`src/rtl/mux2_stream_arbiter_pkg.sv`:
```
// Shared definitions for the two-channel stream arbiter: channel indices and
// the channel-index type that travels on sel.
package mux2_stream_arbiter_pkg;

    typedef logic ch_t;

    localparam ch_t CH0 = 1'b0;
    localparam ch_t CH1 = 1'b1;

    // Round-robin pointer after serving a channel: the other channel goes next.
    function automatic ch_t next_prio(input ch_t served);
        return ~served;
    endfunction

endpackage

```
`src/rtl/mux2_stream_arbiter_rr_grant2.sv`:
```
// Two-requester round-robin picker: a lone requester always wins, and a tie
// goes to whichever channel currently holds priority.
module rr_grant2
    import mux2_stream_arbiter_pkg::*;
(
    input  logic v0,
    input  logic v1,
    input  ch_t  prio,
    output ch_t  grant,
    output logic any
);

    // NOTE: every output of a combinational block gets a default first, so no path leaves it unassigned and no latch is inferred.
    always_comb begin
        grant = CH0;
        any   = v0 | v1;
        if (v0 && v1) begin
            grant = prio;
        end else if (v1) begin
            grant = CH1;
        end
    end

endmodule

```
`src/rtl/mux2x1.sv`:
```
// Single-bit 2:1 multiplexer cell: y follows a when s = 0, b when s = 1.
module mux2x1 (
    input  logic a,
    input  logic b,
    input  logic s,
    output logic y
);

    assign y = s ? b : a;

endmodule

```
`src/rtl/mux2_stream_arbiter.sv`:
```
// Round-robin arbiter merging two valid/ready streams into one registered
// output stream; sel tags each held beat with its source channel.
module mux2_stream_arbiter
    import mux2_stream_arbiter_pkg::*;
#(
    parameter int WIDTH     = 8,
    parameter bit PRIO_INIT = 1'b0
) (
    input  logic             clk,
    input  logic             rst_n,
    input  logic             d0_valid,
    input  logic [WIDTH-1:0] d0_data,
    output logic             d0_ready,
    input  logic             d1_valid,
    input  logic [WIDTH-1:0] d1_data,
    output logic             d1_ready,
    output logic             y_valid,
    output logic [WIDTH-1:0] y_data,
    input  logic             y_ready,
    output logic             sel
);

    ch_t              prio;
    ch_t              grant;
    logic             any_valid;
    logic             free;
    logic             accept;
    logic [WIDTH-1:0] pick_data;

    rr_grant2 u_grant (
        .v0    (d0_valid),
        .v1    (d1_valid),
        .prio  (prio),
        .grant (grant),
        .any   (any_valid)
    );

    for (genvar i = 0; i < WIDTH; i++) begin : g_pick
        mux2x1 u_mux (
            .a (d0_data[i]),
            .b (d1_data[i]),
            .s (grant),
            .y (pick_data[i])
        );
    end

    assign free   = !y_valid || y_ready;
    assign accept = free && any_valid;

    // Readies are masked by rst_n so nothing is accepted while reset is held.
    assign d0_ready = rst_n && accept && (grant == CH0);
    assign d1_ready = rst_n && accept && (grant == CH1);

    // NOTE: sequential state uses non-blocking assignments so every register samples pre-edge values regardless of statement order.
    always_ff @(posedge clk or negedge rst_n) begin
        if (!rst_n) begin
            y_valid <= 1'b0;
            y_data  <= '0;
            sel     <= CH0;
            prio    <= ch_t'(PRIO_INIT);
        end else if (accept) begin
            y_valid <= 1'b1;
            y_data  <= pick_data;
            sel     <= grant;
            prio    <= next_prio(grant);
        end else if (y_ready) begin
            y_valid <= 1'b0;
        end
    end

endmodule

```
`config.mk`:
```
export PLATFORM = sky130hd
export DESIGN_NAME = mux2_stream_arbiter
export DESIGN_NICKNAME = d
export VERILOG_FILES = /design/src/rtl/mux2_stream_arbiter_pkg.sv /design/src/rtl/mux2_stream_arbiter_rr_grant2.sv /design/src/rtl/mux2x1.sv /design/src/rtl/mux2_stream_arbiter.sv
export SDC_FILE = /design/constraint.sdc
export NUM_CORES = 1
export LEC_CHECK = 0
export BUFFER_PORTS_ARGS = -buffer_cell sky130_fd_sc_hd__buf_2
export CAP_MARGIN = 5
export CORE_AREA = 2 2 39 41
export CTS_BUF_LIST = sky130_fd_sc_hd__clkbuf_4 sky130_fd_sc_hd__clkbuf_8
export CTS_CLUSTER_DIAMETER = 150
export DETAILED_ROUTE_END_ITERATION = 12
export DIE_AREA = 0 0 41 43
export GPL_TIMING_DRIVEN = 0
export PLACE_DENSITY = 0.76
export REMOVE_ABC_BUFFERS = 1
export SYNTH_ARGS = -nofsm -noshare
export SYNTH_HDL_FRONTEND = slang
export SYNTH_SLANG_ARGS = --single-unit
```
`constraint.sdc`:
```
create_clock -name clk -period 1.83 [get_ports clk]
set_input_delay 0 -clock clk [delete_from_list [all_inputs] [get_ports clk]]
set_output_delay 0 -clock clk [all_outputs]
set_load 0.01 [all_outputs]
```
==> results of run 1 <==
-- flip-flops by register name, summed over array words and instances (netlist names) --
signal and cells:
sel 1, prio 1, y_data 8, y_valid 1
-- routing by layer --
layer	global-route usage, %	part of all wire, %
met2	29.4	48
met1	24.2	43
met3	5.24	6.3
met4	11.3	2.9
met5	0	0
-- stage by stage --
| step | cell area [um2] | hold WS [ns] | util [%] |
|---|---|---|---|
| finish | 833 | 0.104 | 60.2 |
| global route | 833 | 0.121 | 60.2 |
| CTS | 833 | 0.0989 | 60.2 |
| detailed placement | 703 | -0.108 | 50.8 |
| global placement | 703 | -0.110 | 50.8 |
| floorplan | 523 | -0.296 | - |
-- power groups by stage --
stage,Clock (mW),Sequential [mW],Combinational (mW)
4_1_cts,0.186,0.300,0.182
2_1_floorplan,0,0.320,0.0688
6_report,0.190,0.300,0.183
3_3_place_gp,0,0.303,0.161
3_5_place_dp,0,0.305,0.164
5_1_grt,0.204,0.304,0.199
-- cell type report --
cell class	count	area, um2	share of cell area, %
sequential	11	275	33.0
timing repair buffer	42	260	31.2
tap	16	20.0	2.40
clock buffer	4	30.0	3.60
multi-input combinational	36	248	29.7
-- worst max-delay path, stage by stage --
cell,delay [ns]
dlygate4sd3_1,0.51
buf_2,0.14
nor2b_1,0.53
nor3b_2,0.11
and2_1,0.18
buf_2,0.13
-- logic make-up after synthesis --
group | count (synthesis)
compound gates | 11
buf+inv | 4
flops | 11
simple gates | 25
-- Yosys cell counts, drive strengths merged --
cell | count | share of area, %
nor3 | 8 | 7.3
and3 | 1 | 2.0
and2b | 1 | 1.4
dfrtp | 11 | 50
nand2b | 1 | 2.5
a221o | 8 | 15
and2 | 2 | 2.3
nor3b | 1 | 2.3
a21o | 2 | 2.7
nor2b | 1 | 1.1
nand2 | 9 | 6.1
buf | 4 | 5.2
or3 | 1 | 1.1
o21ai | 1 | 1.6
-- final timing paths --
check | to | start | slack (ns)
max | d1_ready | d0_valid | 0.22
min | y_valid | d1_valid | 0.10
max reg2reg | y_data[4] | prio | 0.35
min reg2reg | sel | sel | 0.50
max in group asynchronous | y_data[2] | rst_n | 1.47
min in group asynchronous | y_data[7] | rst_n | 0.14
==> results.md, run 1 <==
* DRT Pass-1 Iters at 5
* Antenna diode count at 0
* Total core area at 1380 um2
* Setup TNS at 0 ns
* Via/cell ratio at 5.20
* DP Wirelength at 994 um
* Status: finished clean
* Main combinational cell family by area after synthesis: simple AND/OR/NAND/NOR gates
* Final std cells w/o fill at 109
* Endpoint type of the worst setup path: output port
* FF+latch count, synth at 11
* CTS tree: yes
* Simple-gate share of the synthesized area at 26.1%
* Sw Ratio at 29.6%
* Total global routing track utilization at 19.6%
* GR Overflow Total at 0
* Startpoint Class: input pin
* Num ports at 33
* P_sw at 0.199 mW
* Static Leak at 0.428 nW
* Pre-CTS WS at 0.384 ns
* CTS-repair resized insts at 0
* Avg Synthesized Cell Area at 10.8 um2
* Final WL at 1540 um
* Residual DRC at 0
* Class of the worst hold path: in2reg
* Worst clock skew at 0.000324 ns
* Post-synthesis compound-gate area fraction at 18.8%
* Final ANT Viol Nets at 0
* First-pass GRT wire length at 2280 um
* Fill cell count at 114
* Most common cell after layout, fill and taps aside: buf_2
* Sink Count at 11
* # Post-CTS Setup Buffers at 0
* First DRT Iteration DRCs at 18
* Final hold viol count at 0
* Max Fanout on Critical Path at 9
* # hold bufs at CTS at 10
* Final min period at 1.61 ns
* Max cap viols at 0
* Final nets at 115
* Gpl congestion at 0.701
* Clk buf depth at 2
* Via count at 567
* Number of global-route vias before repair at 517
* Synth Area in Adders at 0%
* Power per cell area at 807 nW/um2
* Largest net degree at the start of global routing at 14
* Max Clk Rate at 0.623 GHz
* CTS root buffer: clkbuf_4
* Site Rows at 14
* Number of CTS-inserted buffers at 3
* Internal Power at 0.473 mW
* Sequential cell fraction of total power at 44.6%
* Clock slew at reported path FFs at 0.08 ns
* Area growth syn-to-layout at 51.0%
* Mapped cell area at 552 um2
* Most frequent cells in the layout: buf_2 (32), dfrtp_1 (11), dlygate4sd3_1 (10)
* Initial antenna violation count at 0
* Combinational Power Share at 27.2%
* Worst setup margin at 0.225 ns
* Number of port buffers at 32
* Final setup violation count at 0
* Sequential share of the synthesized area at 49.9%
* Initial Util at 39.9%
* Xor/xnor cell area share of the yosys netlist at 0%
* Slew Viols, Final at 0
* FF-to-FF path depth at 3
* Worst-Skew Late Latency at 0.27 ns
* Share of layout cells above drive strength 1 at 43.0%
* Clock network power share at 28.2%
* Overall power at 0.673 mW
* Die ar. at 1760 um2
* Slew HR at 58.3%
* Worst-margin pin slew at 0.624 ns
* CP arrival at 1.61 ns
* Required @ worst endpoint at 1.83 ns
* Yosys warns at 0
* Post-synthesis mux area share at 0%
* DP Cell Count at 95
* WHS Path Cells at 2
* Fin crit share at 87.7%
* RSZ-0062 raised after global routing: no
* Gate Count Post-Synth at 51
* Critical path type: in2out
* Die height at 43 um
* Routed length per instance at 14.1 um
* Worst VDD drop at 0.000548 V
* CTS H-tree depth at 1
* Distinct cells, synth at 16
* Die Wd at 41 um
No activity file was read; power rests on OpenSTA's default activity.
==> inputs of run 2 (changes only) <==
--- a/config.mk
+++ b/config.mk
@@ -14,6 +14,7 @@
 export DIE_AREA = 0 0 41 43
 export GPL_TIMING_DRIVEN = 0
 export PLACE_DENSITY = 0.76
+export RECOVER_POWER = 100
 export REMOVE_ABC_BUFFERS = 1
 export SYNTH_ARGS = -nofsm -noshare
 export SYNTH_HDL_FRONTEND = slang
==> run 2 against run 1 <==
Effect of this change: combinational power decreased by 7%; cell area shrank 2.9%; core utilization down 1.7 points; flip-flop and latch count is the same; clock-buffer cell count is the same; sequential share of layout area rose by 0.97 points; die area stayed put; non-clock buffer count unchanged; via count decreased by 0.53%; highest routed layer unchanged.
==> results.md, run 2 (same netlist as run 1, synthesis figures left out) <==
* Initial antenna violation count at 0
* Final hold viol count at 0
* Max cap viols at 0
* Critical-path top delay cell: nor2b_1
* FF-to-FF path depth at 3
* Worst VDD drop at 0.000540 V
* Sink Count at 11
* CTS tree: yes
* Post-DP Area at 703 um2
* Slew Viols, Final at 0
* Share of layout cells above drive strength 1 at 28.0%
* CTS-repair resized insts at 0
* DRT Pass-1 Iters at 4
* Final ANT Viol Nets at 0
* Power per cell area at 818 nW/um2
* Total core area at 1380 um2
* Setup TNS at 0 ns
* Largest net degree at the start of global routing at 14
* CTS H-tree depth at 1
* CP arrival at 1.59 ns
* Gpl congestion at 0.701
* Worst clock skew at 0.00462 ns
* CP Depth at 4
* Total global routing track utilization at 19.6%
* Worst flop-to-flop path endpoint: y_data[4]
* Class of the worst hold path: in2reg
* Antenna diode count at 0
* Num ports at 33
* Residual DRC at 0
* Final nets at 115
* Static Leak at 0.387 nW
* Final WL at 1560 um
* Routed length per instance at 14.3 um
* Clk buf depth at 2
* Fin crit share at 87.1%
* Max Clk Rate at 0.627 GHz
* Site Rows at 14
* Number of global-route vias before repair at 517
* Initial Util at 39.9%
* Die ar. at 1760 um2
* CP Cell Sequence: nor2b_1 > nor3b_1 > and2_0 > buf_2
* First-pass GRT wire length at 2280 um
* Worst path bufs/invs at 1
* Finished Cell Area at 810 um2
* Number of port buffers at 32
* Via/cell ratio at 5.17
* First DRT Iteration DRCs at 16
* Most frequent cells in the layout: buf_2 (20), clkbuf_1 (12), dfrtp_1 (11)
* Status: finished clean
* Reg2reg setup slack at 0.38 ns
* RSZ-0062 raised after global routing: no
* Max Fanout on Critical Path at 9
* Critical path type: reg2out
* Max reg flops at 8
* Slew HR at 53.4%
* Via count at 564
* Fill cell count at 120
* # Post-CTS Setup Buffers at 0
* Clock slew at reported path FFs at 0.08 ns
* Die Wd at 41 um
* Number of CTS-inserted buffers at 3
* Worst Setup SP: prio
* Delay-heaviest family, CP: simple AND/OR/NAND/NOR gates
* DP Wirelength at 994 um
* Worst-margin pin slew at 0.694 ns
* GR Overflow Total at 0
* Area growth syn-to-layout at 46.7%
* Die height at 43 um
* Most flop-heavy register: y_data
* Largest stage delay on the critical path at 0.48 ns
* Final setup violation count at 0
* Endpoint type of the worst setup path: output port
* End point of the critical path: d1_ready
* Worst-Skew Late Latency at 0.27 ns
* FF-to-FF Start: prio
* Most common cell after layout, fill and taps aside: buf_2
* Required @ worst endpoint at 1.83 ns
* Final min period at 1.59 ns
* CTS root buffer: clkbuf_4
* Startpoint Class: flip-flop
## run 2: cell type report
| cell class | instances | area (um2) | area share (%) |
|---|---|---|---|
| sequential | 11 | 275 | 34.0 |
| timing repair buffer | 42 | 245 | 30.3 |
| multi-input combinational | 36 | 239 | 29.5 |
| clock buffer | 4 | 30.0 | 3.71 |
| tap | 16 | 20.0 | 2.47 |
## run 2: through the flow
step	hold slack [ns]	setup WS, ns	power (mW)	cells	util (%)
after floorplan	-0.296	0.579	0.389	47	-
after global placement	-0.110	0.409	0.464	95	50.8
after detailed placement	-0.108	0.384	0.469	95	50.8
after CTS	0.0989	0.242	0.667	109	60.2
after global routing	0.114	0.119	0.696	109	58.5
final	0.100	0.236	0.662	109	58.5
## run 2: worst register-to-register path: stages, from the launching register on
cell     delay (ns)
dfrtp_1        0.40
nor2b_1        0.48
nor3_1         0.15
a221o_1        0.30
## run 2: worst min-delay path by stage
stage          cells after the start  slack (ns)      from        end
2_1_floorplan                      0       -0.30     rst_n       prio
3_3_place_gp                       1       -0.11     rst_n  y_data[6]
3_5_place_dp                       1       -0.11     rst_n  y_data[6]
4_1_cts                            2         0.1  d1_valid    y_valid
5_1_grt                            2        0.11  d1_valid    y_valid
6_report                           2        0.10  d1_valid    y_valid
## run 2: power breakdown
part / internal, mW / switching, mW
sequential: 0.279 / 0.0215
combinational: 0.0838 / 0.0873
clock: 0.0991 / 0.0906
total: 0.462 / 0.199
## run 2: metal layers
layer | track usage, % | part of all wire, % | up-vias
met5 | 0 | 0 | -
met4 | 11.3 | 2.0 | 0
met3 | 5.24 | 8.3 | 4
met2 | 29.4 | 49 | 32
met1 | 24.2 | 41 | 255
li1 | - | - | 273
## run 2: repair_timing
item                       4_1_cts  5_1_grt
hold buffers                    10        0
setup endpoints to repair        0        0
hold endpoints to repair        20        0
==> inputs of run 3 (changes only) <==
--- a/config.mk
+++ b/config.mk
@@ -7,13 +7,14 @@
 export LEC_CHECK = 0
 export BUFFER_PORTS_ARGS = -buffer_cell sky130_fd_sc_hd__buf_2
 export CAP_MARGIN = 5
-export CORE_AREA = 2 2 39 41
+export CELL_PAD_IN_SITES_DETAIL_PLACEMENT = 0
+export CELL_PAD_IN_SITES_GLOBAL_PLACEMENT = 1
+export CORE_UTILIZATION = 33
 export CTS_BUF_LIST = sky130_fd_sc_hd__clkbuf_4 sky130_fd_sc_hd__clkbuf_8
 export CTS_CLUSTER_DIAMETER = 150
 export DETAILED_ROUTE_END_ITERATION = 12
-export DIE_AREA = 0 0 41 43
 export GPL_TIMING_DRIVEN = 0
-export PLACE_DENSITY = 0.76
+export PLACE_DENSITY = 0.83
 export RECOVER_POWER = 100
 export REMOVE_ABC_BUFFERS = 1
 export SYNTH_ARGS = -nofsm -noshare
==> run 3 against run 2 <==
Effect of this change: sequential power about the same; largest power group unchanged; critical path depth up 2; highest routed layer unchanged; hold slack worse by 0.0071 ns; largest cell class unchanged.
==> results.md, run 3 (same netlist as run 1, synthesis figures left out) <==
* Final Util at 52.8%
* Worst flop-to-flop path endpoint: y_data[4]
* Worst clock skew at 0.00422 ns
* Multi-input gate area at 244 um2
* GR Overflow Total at 0
* Max reg flops at 8
* Required @ worst endpoint at 1.83 ns
* Number of port buffers at 32
* First-pass GRT wire length at 2260 um
* Endpoint type of the worst setup path: output port
* CTS-repair resized insts at 0
* Initial antenna violation count at 0
* Max Clk Rate at 0.589 GHz
* Number of CTS-inserted buffers at 3
* CP Cell Sequence: dlygate4sd3_1 > clkbuf_1 > nor2b_1 > nor3b_2 > and2_1 > buf_2
* CTS tree: yes
* Max Fanout on Critical Path at 9
* Final setup violation count at 0
* Largest net degree at the start of global routing at 14
* Die ar. at 1840 um2
* Register Area at 275 um2
* Num ports at 33
* Routed length per instance at 12.9 um
* Setup TNS at 0 ns
* Worst path bufs/invs at 3
* Share of layout cells above drive strength 1 at 28.0%
* Critical path type: in2out
* Final hold viol count at 0
* Sink Count at 11
* Status: finished clean
* Residual DRC at 0
* Max cap viols at 0
* Fill cell count at 173
* DP Wirelength at 881 um
* HP Start: d1_valid
* Final min period at 1.70 ns
* RSZ-0062 raised after global routing: no
* Final nets at 115
* Antenna diode count at 0
* CTS H-tree depth at 1
* Class of the worst hold path: in2reg
* End point of the critical path: d1_ready
* Worst-margin pin slew at 1.15 ns
* Site Rows at 14
* Slew HR at 22.8%
* Die Wd at 42.9 um
* Delay-heaviest family, CP: simple AND/OR/NAND/NOR gates
* Slew Viols, Final at 0
* Clock slew at reported path FFs at 0.08 ns
* DRT Pass-1 Iters at 4
* Number of global-route vias before repair at 517
* Area growth syn-to-layout at 47.4%
* CTS root buffer: clkbuf_4
* Worst VDD drop at 0.000370 V
* Die height at 42.9 um
* Most common cell after layout, fill and taps aside: buf_2
* Static Leak at 0.387 nW
* Reg2reg setup slack at 0.31 ns
* Critical-path top delay cell: nor2b_1
* Startpoint Class: input pin
* Via/cell ratio at 5.12
* Total core area at 1540 um2
* Final ANT Viol Nets at 0
* FF-to-FF Start: prio
* Worst-Skew Late Latency at 0.27 ns
* Gpl congestion at 0.680
* Most frequent cells in the layout: buf_2 (19), clkbuf_1 (13), dfrtp_1 (11)
* Final WL at 1410 um
* First DRT Iteration DRCs at 10
* Worst Setup SP: d0_valid
* Clk buf depth at 2
* Fin crit share at 92.8%
* CP arrival at 1.70 ns
* Via count at 558
* Initial Util at 35.8%
* Most flop-heavy register: y_data
* Total global routing track utilization at 17.0%
* Largest stage delay on the critical path at 0.60 ns
* CP Depth at 6
* WHS at 0.0932 ns
* FF-to-FF path depth at 3
* Power per cell area at 801 nW/um2
[run 3: changes by cell type in the layout (fill, tap and decap cells not counted), sizes merged]
| cell | change |
|---|---|
| buf | -1 |
| clkbuf | +1 |
[run 3: through the flow]
stage	instance area, um2	setup slack, ns	std cells	power, mW
after floorplan	523	0.579	47	0.389
after global placement	703	0.384	95	0.464
after detailed placement	703	0.355	95	0.467
after CTS	833	0.177	109	0.661
after global routing	813	0.0476	109	0.688
final	813	0.131	109	0.652
[run 3: how the worst min path moves through the flow]
stage / endpoint / slack, ns / cells past startpoint
finish: y_valid / 0.09 / 2
global route: y_valid / 0.11 / 2
CTS: y_valid / 0.12 / 2
detailed placement: y_data[1] / -0.11 / 1
global placement: y_data[1] / -0.11 / 1
floorplan: prio / -0.30 / 0
[run 3: area by class of cell]
type	instances	share of cell area, %
sequential	11	33.8
clock buffer	4	3.69
timing repair buffer	42	30.0
multi-input combinational	36	30.0
tap	16	2.46
[run 3: layer usage]
metal	track usage (%)	up-vias	part of all wire (%)	wire length (um)
met5	0	-	0	0
met4	9.38	0	0.99	14
met3	4.26	2	4.0	56
met2	27.0	17	52	736
met1	20.9	264	43	602
li1	-	275	-	-
[run 3: timing repair]
item | CTS | global route
hold buffers | 10 | 0
buffers inserted | 0 | 0
hold endpoints to repair | 20 | 0
[run 3: where the power goes]
| part | leakage (nW) | internal, mW | switching (mW) |
|---|---|---|---|
| sequential | 0.133 | 0.280 | 0.0213 |
| combinational | 0.236 | 0.0836 | 0.0839 |
| clock | 0.0184 | 0.0991 | 0.0842 |
